[src/rtl/deser_pkg.sv]
// Shared types and constants for the serial-to-vector deserializer.
// Holds the FSM state encoding and the counter-width helper.
package deser_pkg;

    localparam int unsigned DEFAULT_WIDTH = 8;

    typedef enum logic [1:0] {
        IDLE  = 2'd0,
        SHIFT = 2'd1,
        STALL = 2'd2
    } state_t;

    // Bits needed to index positions 0..width-1.
    function automatic int unsigned count_width(input int unsigned width);
        return $clog2(width);
    endfunction

endpackage

[src/rtl/deser_shift_reg.sv]
// Bit-insert register: writes one serial bit at a given word position.
// Exposes the post-insert word so the caller can capture a completed word.
module deser_shift_reg
    import deser_pkg::*;
#(
    parameter int unsigned WIDTH     = DEFAULT_WIDTH,
    parameter bit          MSB_FIRST = 1'b0,
    localparam int unsigned CW       = count_width(WIDTH)
) (
    input  logic             clk,
    input  logic             rst,
    input  logic             wr_en,
    input  logic             clear,
    input  logic [CW-1:0]    pos,
    input  logic             bit_in,
    output logic [WIDTH-1:0] word
);

    localparam logic [CW-1:0] TOP_POS = CW'(WIDTH - 1);

    logic [WIDTH-1:0] data;
    logic [CW-1:0]    phys;

    // NOTE: always_comb assigns every output a default first, so no path
    // through the block leaves a variable unassigned and no latch is inferred.
    always_comb begin
        phys = MSB_FIRST ? (TOP_POS - pos) : pos;
        word = clear ? '0 : data;
        if (wr_en) begin
            word[phys] = bit_in;
        end
    end

    // NOTE: sequential state uses non-blocking assignments so every flop
    // samples the pre-edge value of its inputs, independent of block order.
    always_ff @(posedge clk or posedge rst) begin
        if (rst) begin
            data <= '0;
        end else if (wr_en || clear) begin
            data <= word;
        end
    end

endmodule

[src/rtl/serial_to_vector_deser.sv]
// Framed bit-serial to WIDTH-bit word deserializer with a double-buffered
// valid/ready output (output register plus one hold register).
module serial_to_vector_deser
    import deser_pkg::*;
#(
    parameter int unsigned WIDTH     = DEFAULT_WIDTH,
    parameter bit          MSB_FIRST = 1'b0
) (
    input  logic             clk,
    input  logic             rst,
    input  logic             ser_valid,
    input  logic             ser_bit,
    input  logic             ser_sof,
    output logic             ser_ready,
    output logic             vec_valid,
    output logic [WIDTH-1:0] vec_data,
    input  logic             vec_ready,
    output logic             frame_err
);

    localparam int unsigned   CW       = count_width(WIDTH);
    localparam logic [CW-1:0] LAST_POS = CW'(WIDTH - 1);
    localparam logic [CW-1:0] ONE      = CW'(1);

    if (WIDTH < 2 || WIDTH > 32) begin : g_bad_width
        $error("serial_to_vector_deser: WIDTH must be in 2..32");
    end

    state_t           state;
    logic [CW-1:0]    count;
    logic [WIDTH-1:0] hold_data;
    logic [WIDTH-1:0] word;

    logic             accept;
    logic             drain;
    logic             sr_wr;
    logic             sr_clear;
    logic [CW-1:0]    sr_pos;

    // Ready depends on the state register only, so vec_ready never reaches it.
    assign ser_ready = (state != STALL);
    assign accept    = ser_valid && ser_ready;
    assign drain     = vec_valid && vec_ready;

    always_comb begin
        sr_wr    = 1'b0;
        sr_clear = 1'b0;
        sr_pos   = count;
        if (accept) begin
            if (ser_sof) begin
                sr_wr    = 1'b1;
                sr_clear = 1'b1;
                sr_pos   = '0;
            end else if (state == SHIFT) begin
                sr_wr = 1'b1;
            end
        end
    end

    deser_shift_reg #(
        .WIDTH     (WIDTH),
        .MSB_FIRST (MSB_FIRST)
    ) u_shift_reg (
        .clk    (clk),
        .rst    (rst),
        .wr_en  (sr_wr),
        .clear  (sr_clear),
        .pos    (sr_pos),
        .bit_in (ser_bit),
        .word   (word)
    );

    // NOTE: the hold and output registers are reset as well, so a reset in
    // the middle of a stall leaves no stale word visible on vec_data.
    always_ff @(posedge clk or posedge rst) begin
        if (rst) begin
            state     <= IDLE;
            count     <= '0;
            hold_data <= '0;
            vec_valid <= 1'b0;
            vec_data  <= '0;
            frame_err <= 1'b0;
        end else begin
            frame_err <= 1'b0;
            if (drain) begin
                vec_valid <= 1'b0;
            end

            case (state)
                IDLE: begin
                    if (accept && ser_sof) begin
                        count <= ONE;
                        state <= SHIFT;
                    end
                end

                SHIFT: begin
                    if (accept) begin
                        if (ser_sof) begin
                            frame_err <= (count != '0);
                            count     <= ONE;
                        end else if (count == LAST_POS) begin
                            count <= '0;
                            if (!vec_valid || vec_ready) begin
                                vec_data  <= word;
                                vec_valid <= 1'b1;
                            end else begin
                                hold_data <= word;
                                state     <= STALL;
                            end
                        end else begin
                            count <= count + ONE;
                        end
                    end
                end

                STALL: begin
                    // Output is always occupied here; a drain promotes the held word.
                    if (vec_ready) begin
                        vec_data  <= hold_data;
                        vec_valid <= 1'b1;
                        state     <= SHIFT;
                    end
                end

                default: begin
                    state <= IDLE;
                end
            endcase
        end
    end

endmodule
[config.mk]
export PLATFORM = sky130hd
export DESIGN_NAME = serial_to_vector_deser
export DESIGN_NICKNAME = d
export VERILOG_FILES = /design/src/rtl/deser_pkg.sv /design/src/rtl/deser_shift_reg.sv /design/src/rtl/serial_to_vector_deser.sv
export SDC_FILE = /design/constraint.sdc
export NUM_CORES = 1
export LEC_CHECK = 0
export ABC_AREA = 0
export CAP_MARGIN = 40
export CORE_MARGIN = 1
export CORE_UTILIZATION = 50
export CTS_CLUSTER_DIAMETER = 40
export DETAILED_ROUTE_END_ITERATION = 10
export PLACE_DENSITY = 0.74
export REMOVE_ABC_BUFFERS = 1
export SLEW_MARGIN = 40
export SYNTH_ARGS = -nofsm -noshare
export SYNTH_HDL_FRONTEND = slang
export SYNTH_SLANG_ARGS = --single-unit
export TNS_END_PERCENT = 1
[constraint.sdc]
create_clock -name clk -period 1.9 [get_ports clk]
set_input_delay 0.19 -clock clk [delete_from_list [all_inputs] [get_ports clk]]
set_output_delay 0.19 -clock clk [all_outputs]
set_load 0.005 [all_outputs]
======== After elaboration in Yosys (flattened, before gate mapping) ========
Cells that the tools add are included.
storage, ports and cells
  bits in registers ....................... 31
  input bits .............................. 6
  output and inout bits ................... 11
  word-level logic and storage cells ...... 78
operators by class
  add/subtract/negate cells ............... 1
  $lt $le $gt $ge ......................... 2
  eq/ne operators ......................... 11
  multiplexer cells ....................... 40
  bitwise logic cells ..................... 2
  reductions and logical operators ........ 15
operators by type and width
  operator                                                                count
  8-bit 2-to-1 mux                                                        7
  3-bit 2-to-1 mux                                                        6
  8-bit case mux with 2 select lines                                      1
  1-bit 2-to-1 mux                                                        15
  2-bit 2-to-1 mux                                                        6
  2-bit != test (second input constant)                                   6
  6-bit AND reduction                                                     2
  8-bit bitwise mux                                                       1
  2-bit case mux with 3 select lines                                      1
  3-bit case mux with 2 select lines                                      1
  5-bit AND reduction                                                     1
  1-bit logical AND                                                       4
  3-bit by 4-bit < comparator with 1-bit output (second input constant)   1
  2-bit by 1-bit != test with 1-bit output (second input constant)        2
  2-bit nonzero test                                                      2
  3-bit by 1-bit adder with 3-bit output (second input constant)          1
  1-bit demux with 3-bit select                                           1
  3-bit == test (second input constant)                                   1
  3-bit by 1-bit >= comparator with 1-bit output (second input constant)  1
  3-bit AND reduction                                                     1
  3-bit nonzero test                                                      1
  2-bit by 1-bit == test with 1-bit output (second input constant)        1
  2-bit == test (second input constant)                                   1
  2-bit logical NOT                                                       1
  4 further kinds                                                         6

======== Depth between registers and ports, before layout ========
  depth after elaboration ................. 14
  depth in mapped cells ................... 7
  depth with buffers taken out ............ 6

======== By module ========
From an unflattened synthesis, not the netlist that was laid out.
second synthesis, totals
  cells, all modules ...................... 155
  area total of the unflattened synthesis .. 1889.3 sq um
by module, submodules not included
  module                  times used  cells an instance  area an instance (sq um)  seq. area each (sq um)
  serial_to_vector_deser  1           113                1366.3                    575.6
  deser_shift_reg         1           42                 523.0                     200.2

======== Worst setup path after synthesis ========
No wires, ideal clock.
  path kind ............................... reg2reg
  start ................................... register state[0]
  end ..................................... register vec_data[1]
  library setup time ...................... 0.126 ns
  arrival ................................. 1.728 ns
  required time ........................... 1.774 ns
  setup slack ............................. 0.047 ns
  stages on the path, launching flop included .. 7
  path buffers ............................ 1
  clock period less this slack ............ 1.853 ns
  path through ............................ dfrtp_1 -> inv_1 -> ha_1 -> nand3b_4 -> o32a_4 -> buf_6 -> a221o_1
on the way
  longest elaborated chain between the ends .. 14
  elaborated cells on any way between the ends .. 29
  classes of those cells .................. order compare: 2; eq/ne: 8; mux: 15; reduce/logical: 4
RTL lines
  what                                                                                                                                          line                           text
  start: declaration                                                                                                                            serial_to_vector_deser.sv:29   state_t state;
  start signal: assignment                                                                                                                      serial_to_vector_deser.sv:77   state <= IDLE;
  start signal: assignment                                                                                                                      serial_to_vector_deser.sv:93   state <= SHIFT;
  start signal: assignment                                                                                                                      serial_to_vector_deser.sv:109  state <= STALL;
  2-bit != test                                                                                                                                 serial_to_vector_deser.sv:41   assign ser_ready = (state != STALL);
  1-bit logical AND                                                                                                                             serial_to_vector_deser.sv:42   assign accept = ser_valid && ser_ready;
  3-bit 2-to-1 mux                                                                                                                              serial_to_vector_deser.sv:49   if (accept) begin
  3-bit by 4-bit < comparator with 1-bit output (implied by the code) / 3-bit by 1-bit >= comparator with 1-bit output (equally long branches)  deser_shift_reg.sv:30          word[phys] = bit_in;
  1-bit logical AND (implied by the code)                                                                                                       deser_shift_reg.sv:30
  1-bit 2-to-1 mux (implied by the code)                                                                                                        deser_shift_reg.sv:30
  1-bit demux with 3-bit select                                                                                                                 --
  8-bit bitwise mux                                                                                                                             deser_shift_reg.sv:30
  8-bit 2-to-1 mux                                                                                                                              deser_shift_reg.sv:29          if (wr_en) begin
  8-bit 2-to-1 mux                                                                                                                              serial_to_vector_deser.sv:104  if (!vec_valid || vec_ready) begin
  8-bit 2-to-1 mux                                                                                                                              serial_to_vector_deser.sv:102  end else if (count == LAST_POS) begin
  8-bit 2-to-1 mux                                                                                                                              serial_to_vector_deser.sv:99   if (ser_sof) begin
  8-bit 2-to-1 mux                                                                                                                              serial_to_vector_deser.sv:98   if (accept) begin
  8-bit case mux with 2 select lines                                                                                                            serial_to_vector_deser.sv:89   case (state)
  end signal: assignment                                                                                                                        serial_to_vector_deser.sv:105  vec_data <= word;
  end signal: assignment                                                                                                                        serial_to_vector_deser.sv:120  vec_data <= hold_data;
  end: declaration                                                                                                                              serial_to_vector_deser.sv:16   output logic [WIDTH-1:0] vec_data,
Several ways; a longest one is shown, not always the timed one. The select of a mux whose other input is x is not followed.
A chain may end at the register's enable or synchronous reset.

======== Worst setup path in the final report ========
  start ................................... register state[1]
  end ..................................... register vec_data[0]
The elaborated chain is that of the path after synthesis.

==> impl_metrics.toml <==
[run_status]
status = "complete, no violations"

[finish]
n_fill_cell = 257
utilization_pct = 68.79
multiInputGateArea_um2 = 833.3
fin_area_mm2 = 0.002135
drive_above_1_share_pct = 27.50
final-seq-area_um2 = 777.0
n_antenna_cell = 0
nNetsFinal = 213
synthToLayoutAreaGrowth_pct = 29.24

[floorplanning]
die_area_mm2 = 0.003537
die_x_um = 59.48
ioPinCount = 17
core_area_mm2 = 0.003103
die_y_um = 59.48
initial_utilization_pct = 53.23
rows = 20

[clocking]
cts_hold_buffers = 0
clock_latency_ns = 0.34
cts_root_buffer = "clkbuf_4"
cts.clk_slew.worst_paths_ns = 0.09
cts_sinks = 31
cts_max_level = 2
cts_tree = "yes"
max-clock-path-buffers = 2
cts_made_buffers = 5

[global_route]
grt.total_usage_pct = 26.81
grt_pass1_wl_um = 6727
antenna_found_initial = 0
grt-ovfl-total = 0
grt_max_degree = 32
grt_pass1_vias = 1412

[setup_path]
startpoint_type = "flip-flop"
cp-startpoint = "state[1]"
critPathArrivalTime_ns = 2.13
worstPathMaxFanout = 8
crit_end = "vec_data[0]"
timing.rr.start = "state[1]"
crit_type = "flip-flop to flip-flop"
reg2reg_setup_slack_ns = 0.006
worstPathRequired_ns = 2.14
end_kind = "flip-flop"
r2r-end = "vec_data[0]"
r2r_cells = 7

[synthesis]
seq_area_frac_synth_pct = 46.97
yosysTopAreaCellShare_pct = 46.97
yosys.area.top_type = "dfrtp_1"
synth_edf_count = 0
synth_top_family_by_area = "compound AO/OA/AOI/OAI gates"
synthArstFlopShare_pct = 100.0
synth_fa_ha_area_share_pct = 5.303
synth_seq_cells = 31
synth_flop_cell = "dfrtp_1"
yosys.cell_types.count = 40
ys_warn_count = 0
synthSimpleGateAreaFrac_pct = 15.38
syn-mean-instance-area_um2 = 10.19
syn_area_mm2 = 0.001652
synth-xor-area-share_pct = 0
syn_inst = 162
synthMuxAreaShare_pct = 5.530
yosys-top-cells-area = "dfrtp_1 47%, ha_1 5.3%, a221o_1 4.2%, mux2_2 3.4%, o21ai_0 3.3%"
synth_compound_area_share_pct = 20.53

[timing]
rsz0062_at_grt = "true"
max_clock_freq_ghz = 0.5279
max_slew_margin_pct = 56.45
hold_slack_ns = 0.2150
post-route-period-util_pct = 99.70
finalClockSkew_ns = 0.006585
finalSetupViolations = 0
setup_tns_ns = 0
finalHoldViolations = 0
worstMarginPinSlew_ns = 0.6497
fin_crit_ns = 1.894
slew_violations = 0

[power_and_ir_drop]
peakVddDrop_v = 0.0008597
power_w = 0.002630
p_leak_nw = 0.9805
powerDensity_mw_per_mm2 = 1232

[placement]
dp_hpwl_um = 2706
port_buffers = 16
place_area_mm2 = 0.001967
place_congestion = 0.8043

[hold_path]
hp-class = "primary input to async pin"

[detailed_routing]
viasPerCell = 5.869
final_antenna_net_count = 0
dr.pass1.iters = 4
wl_um = 4041
drcViolationCount = 0
vias = 1432
drt_iter0_drc = 67
wire_per_inst_um = 16.56

[flow_run]
cap_violations = 0
[worst max-delay path, stage by stage, from the launching register on]
cell,delay [ns]
dfrtp_2,0.46
inv_4,0.08
ha_4,0.17
buf_4,0.18
nor4b_1,0.29
o21ai_1,0.14
mux2i_2,0.20
a221oi_2,0.27
[how the worst min path moves through the flow]
stage / slack, ns / to / cells after the start
after global placement: 0.49 / hold_data[3] / 1
final: 0.22 / hold_data[3] / 3
after CTS: 0.23 / hold_data[3] / 3
after global routing: 0.27 / hold_data[3] / 3
after floorplan: 0.27 / u_shift_reg.data[4] / 1
after detailed placement: 0.50 / hold_data[6] / 1
[state kept, by name (all words and copies together), names as in the netlist]
register / flops
frame_err: 1
vec_valid: 1
hold_data: 8
count: 3
vec_data: 8
state: 2
u_shift_reg.data: 8
[Yosys cell counts, drive strengths merged (2+ instances only)]
library cell	instances
dfrtp	31
nor2	14
inv	13
nand2	12
o21ai	12
a21oi	7
a221o	7
ha	7
mux2	6
and2	5
buf	5
clkbuf	5
o31ai	5
nand2b	3
nor2b	3
nor3	3
a221oi	2
a22oi	2
mux2i	2
nand3	2
o2111ai	2
[metal layers]
metal  vias up  track usage, %  wire length [µm]
met5         -               0                 0
met2        42           44.14              2119
met1       728           32.81              1640
met3        10           7.424               209
met4         0           11.56                72
li1        652               -                 -
[area by class of cell]
class	instances	area share, %
Clock buffer	6	1.934
Multi-Input combinational cell	108	39.04
Sequential cell	31	36.40
Tap cell	44	2.579
Timing Repair Buffer	41	16.24
Inverter	13	2.403
Clock inverter	1	1.407
[metrics by stage]
step	std cells	setup slack, ns
CTS	241	-0.008174
floorplan	152	-0.1726
finish	244	0.005743
global route	244	-0.03993
global placement	232	-0.09560
detailed placement	232	-0.08153
[kinds of logic after synthesis]
family                   Yosys count
AO/OA/AOI/OAI                     45
AND/OR/NAND/NOR                   48
multiplexers                       8
adder cells (fa/ha/maj)            7
buffers and inverters             23
flip-flops                        31
[what timing repair did]
action                                  in CTS  in global routing
endpoints found under the setup margin      16                 21
endpoints found under the hold margin        0                  0
buffers inserted                             2                  3
gates resized for setup                      9                 11
pin swaps                                    2                  4
[cell usage in the layout, fill, tap and decap left out, drive strengths merged, types with 2 or more instances in the layout]
cell	n
o2111ai	2
nor2b	3
clkbuf	6
mux2	6
nor3	3
ha	7
a22oi	2
clkdlybuf4s50	15
o31ai	5
inv	13
nand2b	3
and2	5
nand2	12
mux2i	2
o21ai	12
dfrtp	31
nand3	2
a221o	7
buf	25
a21oi	7
a221oi	2
nor2	14
[power by group]
part | switching [W] | internal, W | total, W | leakage, nW
registers | 0.0000875 | 0.000780 | 0.000868 | 0.412
clock network | 0.000224 | 0.000271 | 0.000494 | 0.0383
logic | 0.000660 | 0.000608 | 0.00127 | 0.531
No activity file was read; power rests on OpenSTA's default activity.
==> variant 1, RTL diff (config.mk and constraints unchanged) <==
Change the package constant `DEFAULT_WIDTH` from 8 to 6.
--- a/src/rtl/deser_pkg.sv
+++ b/src/rtl/deser_pkg.sv
@@ -3,5 +3,5 @@
 package deser_pkg;
 
-    localparam int unsigned DEFAULT_WIDTH = 8;
+    localparam int unsigned DEFAULT_WIDTH = 6;
 
     typedef enum logic [1:0] {
Interface: changed (resized vec_data); port bits go from 17 to 15. No check against the original RTL was run, so the function may have changed too.
==> variant 1 against the original RTL <==
  * Cell area down 5.2%
  * First-iteration DRC count fell by 15%
  * Total power fell by 29%
  * Cell count is 6.1% lower
  * Area after synthesis shrank 7.1%
  * Wire length fell by 3.9%
  * Global-route usage down 1.3 points
  * Sequential cell count shrank 6
  * Setup slack worse by 0.049 ns
  * Largest cell class unchanged
  * The flow now finishes with violations (DRC, setup timing)
  * Die area down 6.9%
==> variant 1: results (changes against the original RTL) <==
GRT Overall Usage -> 25.50% (-1.3 points)
Slew margin rel. -> 78.87% (+22 points)
Final setup TNS -> -0.05450 ns (-0.05450 ns)
Failing checks -> DRC, setup timing
Final setup fails -> 2 (+2)
Cts bufs inserted -> 3 (-2)
# DRC -> 2 (+2)
Worst hold margin -> 0.1652 ns (-0.04986 ns)
Routed vias -> 1393 (-2.7%)
Nets -> 209 (-1.9%)
P_comb -> 0.909 mW (-28%)
Drt total wl -> 3.883 mm (-3.9%)
Leak -> 0.9024 nW (-8.0%)
Clk_skew -> 0.01659 ns (+0.01000 ns)
Largest net degree at the start of global routing -> 26 (-19%)
Top Family by Delay on Critical Path -> simple AND/OR/NAND/NOR gates
Placed instance area -> 0.001874 mm² (-4.7%)
Sequential fraction of the synthesis area -> 40.78% (-6.2 points)
Clock power frac -> 14.1% (-4.7 points)
Cell row count -> 19 (-5.0%)
Synth cell types -> 43 (+7.5%)
Layout cells sized above 1 -> 36.36% (+8.9 points)
Largest regs -> hold_data x6, u_shift_reg.data x6, vec_data x6
Status -> finished, violations left
CP max stage cell -> or4_4
P_sw -> 0.6776 mW (-30%)
Crit path arrival time -> 2.18 ns (+0.05 ns)
Gpl congestion -> 0.8987 (+12%)
H-tree lvl count -> 1 (-1)
Final WS setup -> -0.04325 ns (-0.04899 ns)
Iteration-0 DRC Markers -> 57 (-15%)
==> variant 1: cell count changes after synthesis, sizes merged, moves of 4 or more <==
cell and change:
inv -8, dfrtp -6, a221o -7, a22o +4, mux2 +5, nand2 -6
nor2b +5
==> variant 1: stage by stage <==
step                      total power, mW  utilization, %  instances  setup WS [ns]
final                               1.871           71.52        229       -0.04325
after global routing                1.990           71.52        229       -0.07261
after CTS                           1.815           69.84        227       -0.03401
after detailed placement            1.483           66.25        219        -0.2211
after global placement              1.439           66.25        219        -0.1460
after floorplan                     1.154               -        144        -0.1871
==> variant 1: final cells by class <==
class / count / area (µm²)
Multi-Input combinational cell: 113 / 895.9
Tap cell: 31 / 38.79
Timing Repair Buffer: 50 / 409.1
Clock buffer: 3 / 22.52
Sequential cell: 25 / 625.6
Inverter: 6 / 23.77
Clock inverter: 1 / 7.507
Fill cell: 215 / 805.8
==> variant 1: cell families (layout without fill, tap and decap cells) <==
logic type	Yosys count	count (layout)	synth area share, %
AND/OR/NAND/NOR	56	56	23.08
AO/OA/AOI/OAI	40	40	17.62
flip-flops	25	25	40.78
buffers and inverters	18	60	5.628
multiplexers	13	13	9.625
adder cells (fa/ha/maj)	4	4	3.263
==> variant 1: final timing paths <==
kind                               end
max in group asynchronous     count[2]
min                        vec_data[0]
min reg2reg                vec_data[3]
max reg2reg                vec_data[5]
max                        vec_data[5]
min in group clk           vec_data[3]
==> variant 1: routing by layer <==
layer | up-vias | part of all wire (%) | track usage, % | routed length, µm
met4 | 0 | 1.9 | 9.059 | 74
met3 | 9 | 3.5 | 3.628 | 135
met1 | 685 | 42 | 31.49 | 1627
li1 | 652 | - | - | -
met5 | - | 0 | 0 | 0
met2 | 47 | 53 | 45.18 | 2045
==> variant 2, RTL diff (same flow settings) <==
Without the edit above. Make the reset (`rst`) synchronous in 2 clocked blocks.
--- a/src/rtl/deser_shift_reg.sv
+++ b/src/rtl/deser_shift_reg.sv
@@ -34,5 +34,5 @@
     // NOTE: sequential state uses non-blocking assignments so every flop
     // samples the pre-edge value of its inputs, independent of block order.
-    always_ff @(posedge clk or posedge rst) begin
+    always_ff @(posedge clk) begin
         if (rst) begin
             data <= '0;
--- a/src/rtl/serial_to_vector_deser.sv
+++ b/src/rtl/serial_to_vector_deser.sv
@@ -73,5 +73,5 @@
     // NOTE: the hold and output registers are reset as well, so a reset in
     // the middle of a stall leaves no stale word visible on vec_data.
-    always_ff @(posedge clk or posedge rst) begin
+    always_ff @(posedge clk) begin
         if (rst) begin
             state     <= IDLE;
Behaviour: differs if rst is asserted again (counterexample within 4 cycles, from zero or initial values and one cycle with rst high); with rst held inactive, the same outputs for 10 cycles.
==> variant 2 against the original RTL <==
  * Wire length rose by 6.4%
  * Sequential cell count did not move
  * Cell area rose by 0.12%
  * Sequential share of layout area fell by 7.1 points
  * First-iteration DRC count fell by 21%
  * Area after synthesis fell by 0.76%
  * Setup slack improved by 0.054 ns
Power is not compared: it rests on default switching activity, and its combinational part moved more than twofold at a synthesized area within 25%.
==> variant 2: results (changes against the original RTL) <==
CP max stage cell -> dfxtp_4
Gpl congestion -> 0.9248 (+15%)
R2R Path End -> vec_data[0]
P_sw -> 0.3958 mW
Worst Hold Class -> reg -> reg
Cell Count, Final, Fillers Out -> 263 (+7.8%)
Nets -> 231 (+8.5%)
Status -> completed
Post-DP HPWL -> 3.106 mm (+15%)
Async set-reset flop share out of synthesis -> 0% (-100 points)
Placed Cells -> 252 (+8.6%)
H-tree lvl count -> 2 (unchanged)
PortBufs -> 16 (unchanged)
Drt pass-1 iters -> 4 (unchanged)
Crit path arrival time -> 2.07 ns (-0.06 ns)
Antenna violations before repair -> 0 (unchanged)
Routed vias -> 1567 (+9.4%)
Sequential fraction of the synthesis area -> 37.86% (-9.1 points)
Synth cell types -> 52 (+30%)
# DRC -> 0 (unchanged)
Hold Crit Endpoint -> vec_data[3]
Synth top cells by count -> dfxtp_1 (31), nor2_1 (21), nand2b_1 (10)
Drt total wl -> 4.298 mm (+6.4%)
Worst Hold Path Cells -> 1
Clock Path Buffers -> 2 (unchanged)
Root Driver -> clkbuf_4
Largest regs -> hold_data x8, u_shift_reg.data x8, vec_data x8
Area contributors post-synth -> dfxtp_1 (38%), ha_1 (5.3%), nor2_1 (4.8%)
Leak -> 0.8085 nW
CP max FO -> 4 (-4)
First-pass GRT wire length -> 7.251 mm (+7.8%)
Layout filler cell count -> 253 (-1.6%)
Iteration-0 DRC Markers -> 53 (-21%)
Worst hold margin -> 0.4792 ns (+0.2641 ns)
R2R Path Start -> state[0]
VDD IR max -> 438.9 µV
Clk_skew -> 0.02392 ns (+0.01733 ns)
Largest net degree at the start of global routing -> 18 (-44%)
GRT Overall Usage -> 28.15% (+1.3 points)
CP peak stage delay -> 0.35 ns (-0.11 ns)
Clk slew on worst S/H paths -> 0.10 ns
Mean post-synth cell area -> 9.106 µm² (-11%)
Yosys warns -> 0 (unchanged)
Antenna fix cells -> 0 (unchanged)
Cts bufs inserted -> 5 (unchanged)
Hold Startpoint -> vec_data[3]
Skew-Pair Late Insertion Delay -> 0.35 ns
Worst r2r path cells -> 6 (-1)
Layout cells sized above 1 -> 24.20% (-3.3 points)
R2R setup slack -> 0.06 ns (+0.05 ns)
Worst slew pin tran -> 0.5852 ns (-0.06450 ns)
-- variant 2: cell count changes in the layout (fill, tap and decap cells not counted), sizes merged, moves of 6 or more --
cell / unedited run / this run
o21ai: 12 / 5
a221o: 7 / 1
nor2: 14 / 21
dfxtp: 0 / 31
dfrtp: 31 / 0
o31a: 1 / 7
a211oi: 1 / 9
o211ai: 0 / 7
nand2: 12 / 3
nand2b: 3 / 10
mux2: 6 / 0
-- variant 2: worst max-delay path: cells and delay by family, from the launching register on --
kind / cells / cell delay [ns]
simple gates: 1 / 0.35
flops: 1 / 0.35
fa+ha+maj: 1 / 0.15
compound gates: 3 / 0.76
buf+inv: 1 / 0.12
-- variant 2: worst max path at each step --
stage | from | end | slack (ns) | depth (start not counted)
4_1_cts | state[0] | hold_data[1] | 0.005 | 7
3_3_place_gp | ser_valid | vec_data[2] | 0.02 | 6
5_1_grt | state[0] | vec_data[7] | -0.07 | 8
2_1_floorplan | state[0] | hold_data[0] | -0.14 | 6
6_report | state[0] | vec_data[0] | 0.06 | 6
3_5_place_dp | ser_valid | vec_data[2] | -0.09 | 6
-- variant 2: area by class of cell --
type | count | area, µm² | share of cell area [%]
well taps | 44 | 55.05 | 2.576
clock inverters | 2 | 35.03 | 1.639
multi-input cells | 128 | 963.4 | 45.08
clock buffers | 6 | 51.30 | 2.400
flip-flops and latches | 31 | 625.6 | 29.27
repair buffers | 44 | 376.6 | 17.62
inverters | 8 | 30.03 | 1.405
-- variant 2: per-layer routing --
layer	wire [µm]	vias to the layer above	track usage, %
met3	201	6	6.769
met4	75	0	12.24
li1	-	755	-
met5	0	-	0
met2	2168	42	48.31
met1	1853	764	33.11
-- variant 2: cell families after synthesis --
group | share of synthesized area, %
compound gates | 29.70
simple gates | 21.07
mux | 0.6107
buf+inv | 5.420
fa+ha+maj | 5.343
flops | 37.86
-- variant 2: what timing repair did --
action	in CTS	in global routing
setup endpoints to repair	15	20
pin swaps	1	1
setup buffers	1	2
gates resized for setup	5	10
-- variant 2: through the flow --
step           area, µm²  setup WS, ns  total power, mW  TNS (ns)
3_3_place_gp        1983       0.01761           0.9020         0
2_1_floorplan       1580       -0.1380           0.8077    -1.342
4_1_cts             2087      0.004747            1.475         0
5_1_grt             2137      -0.06507            1.555   -0.2266
6_report            2137       0.05984            1.490         0
3_5_place_dp        1983      -0.09418           0.9147   -0.2840
-- variant 2: power by group through the flow --
stage          combinational, mW  sequential (mW)  clock (mW)
5_1_grt                    0.292            0.667       0.597
3_5_place_dp               0.232            0.683           0
2_1_floorplan              0.123            0.684           0
3_3_place_gp               0.221            0.681           0
4_1_cts                    0.244            0.668       0.563
6_report                   0.267            0.667       0.557
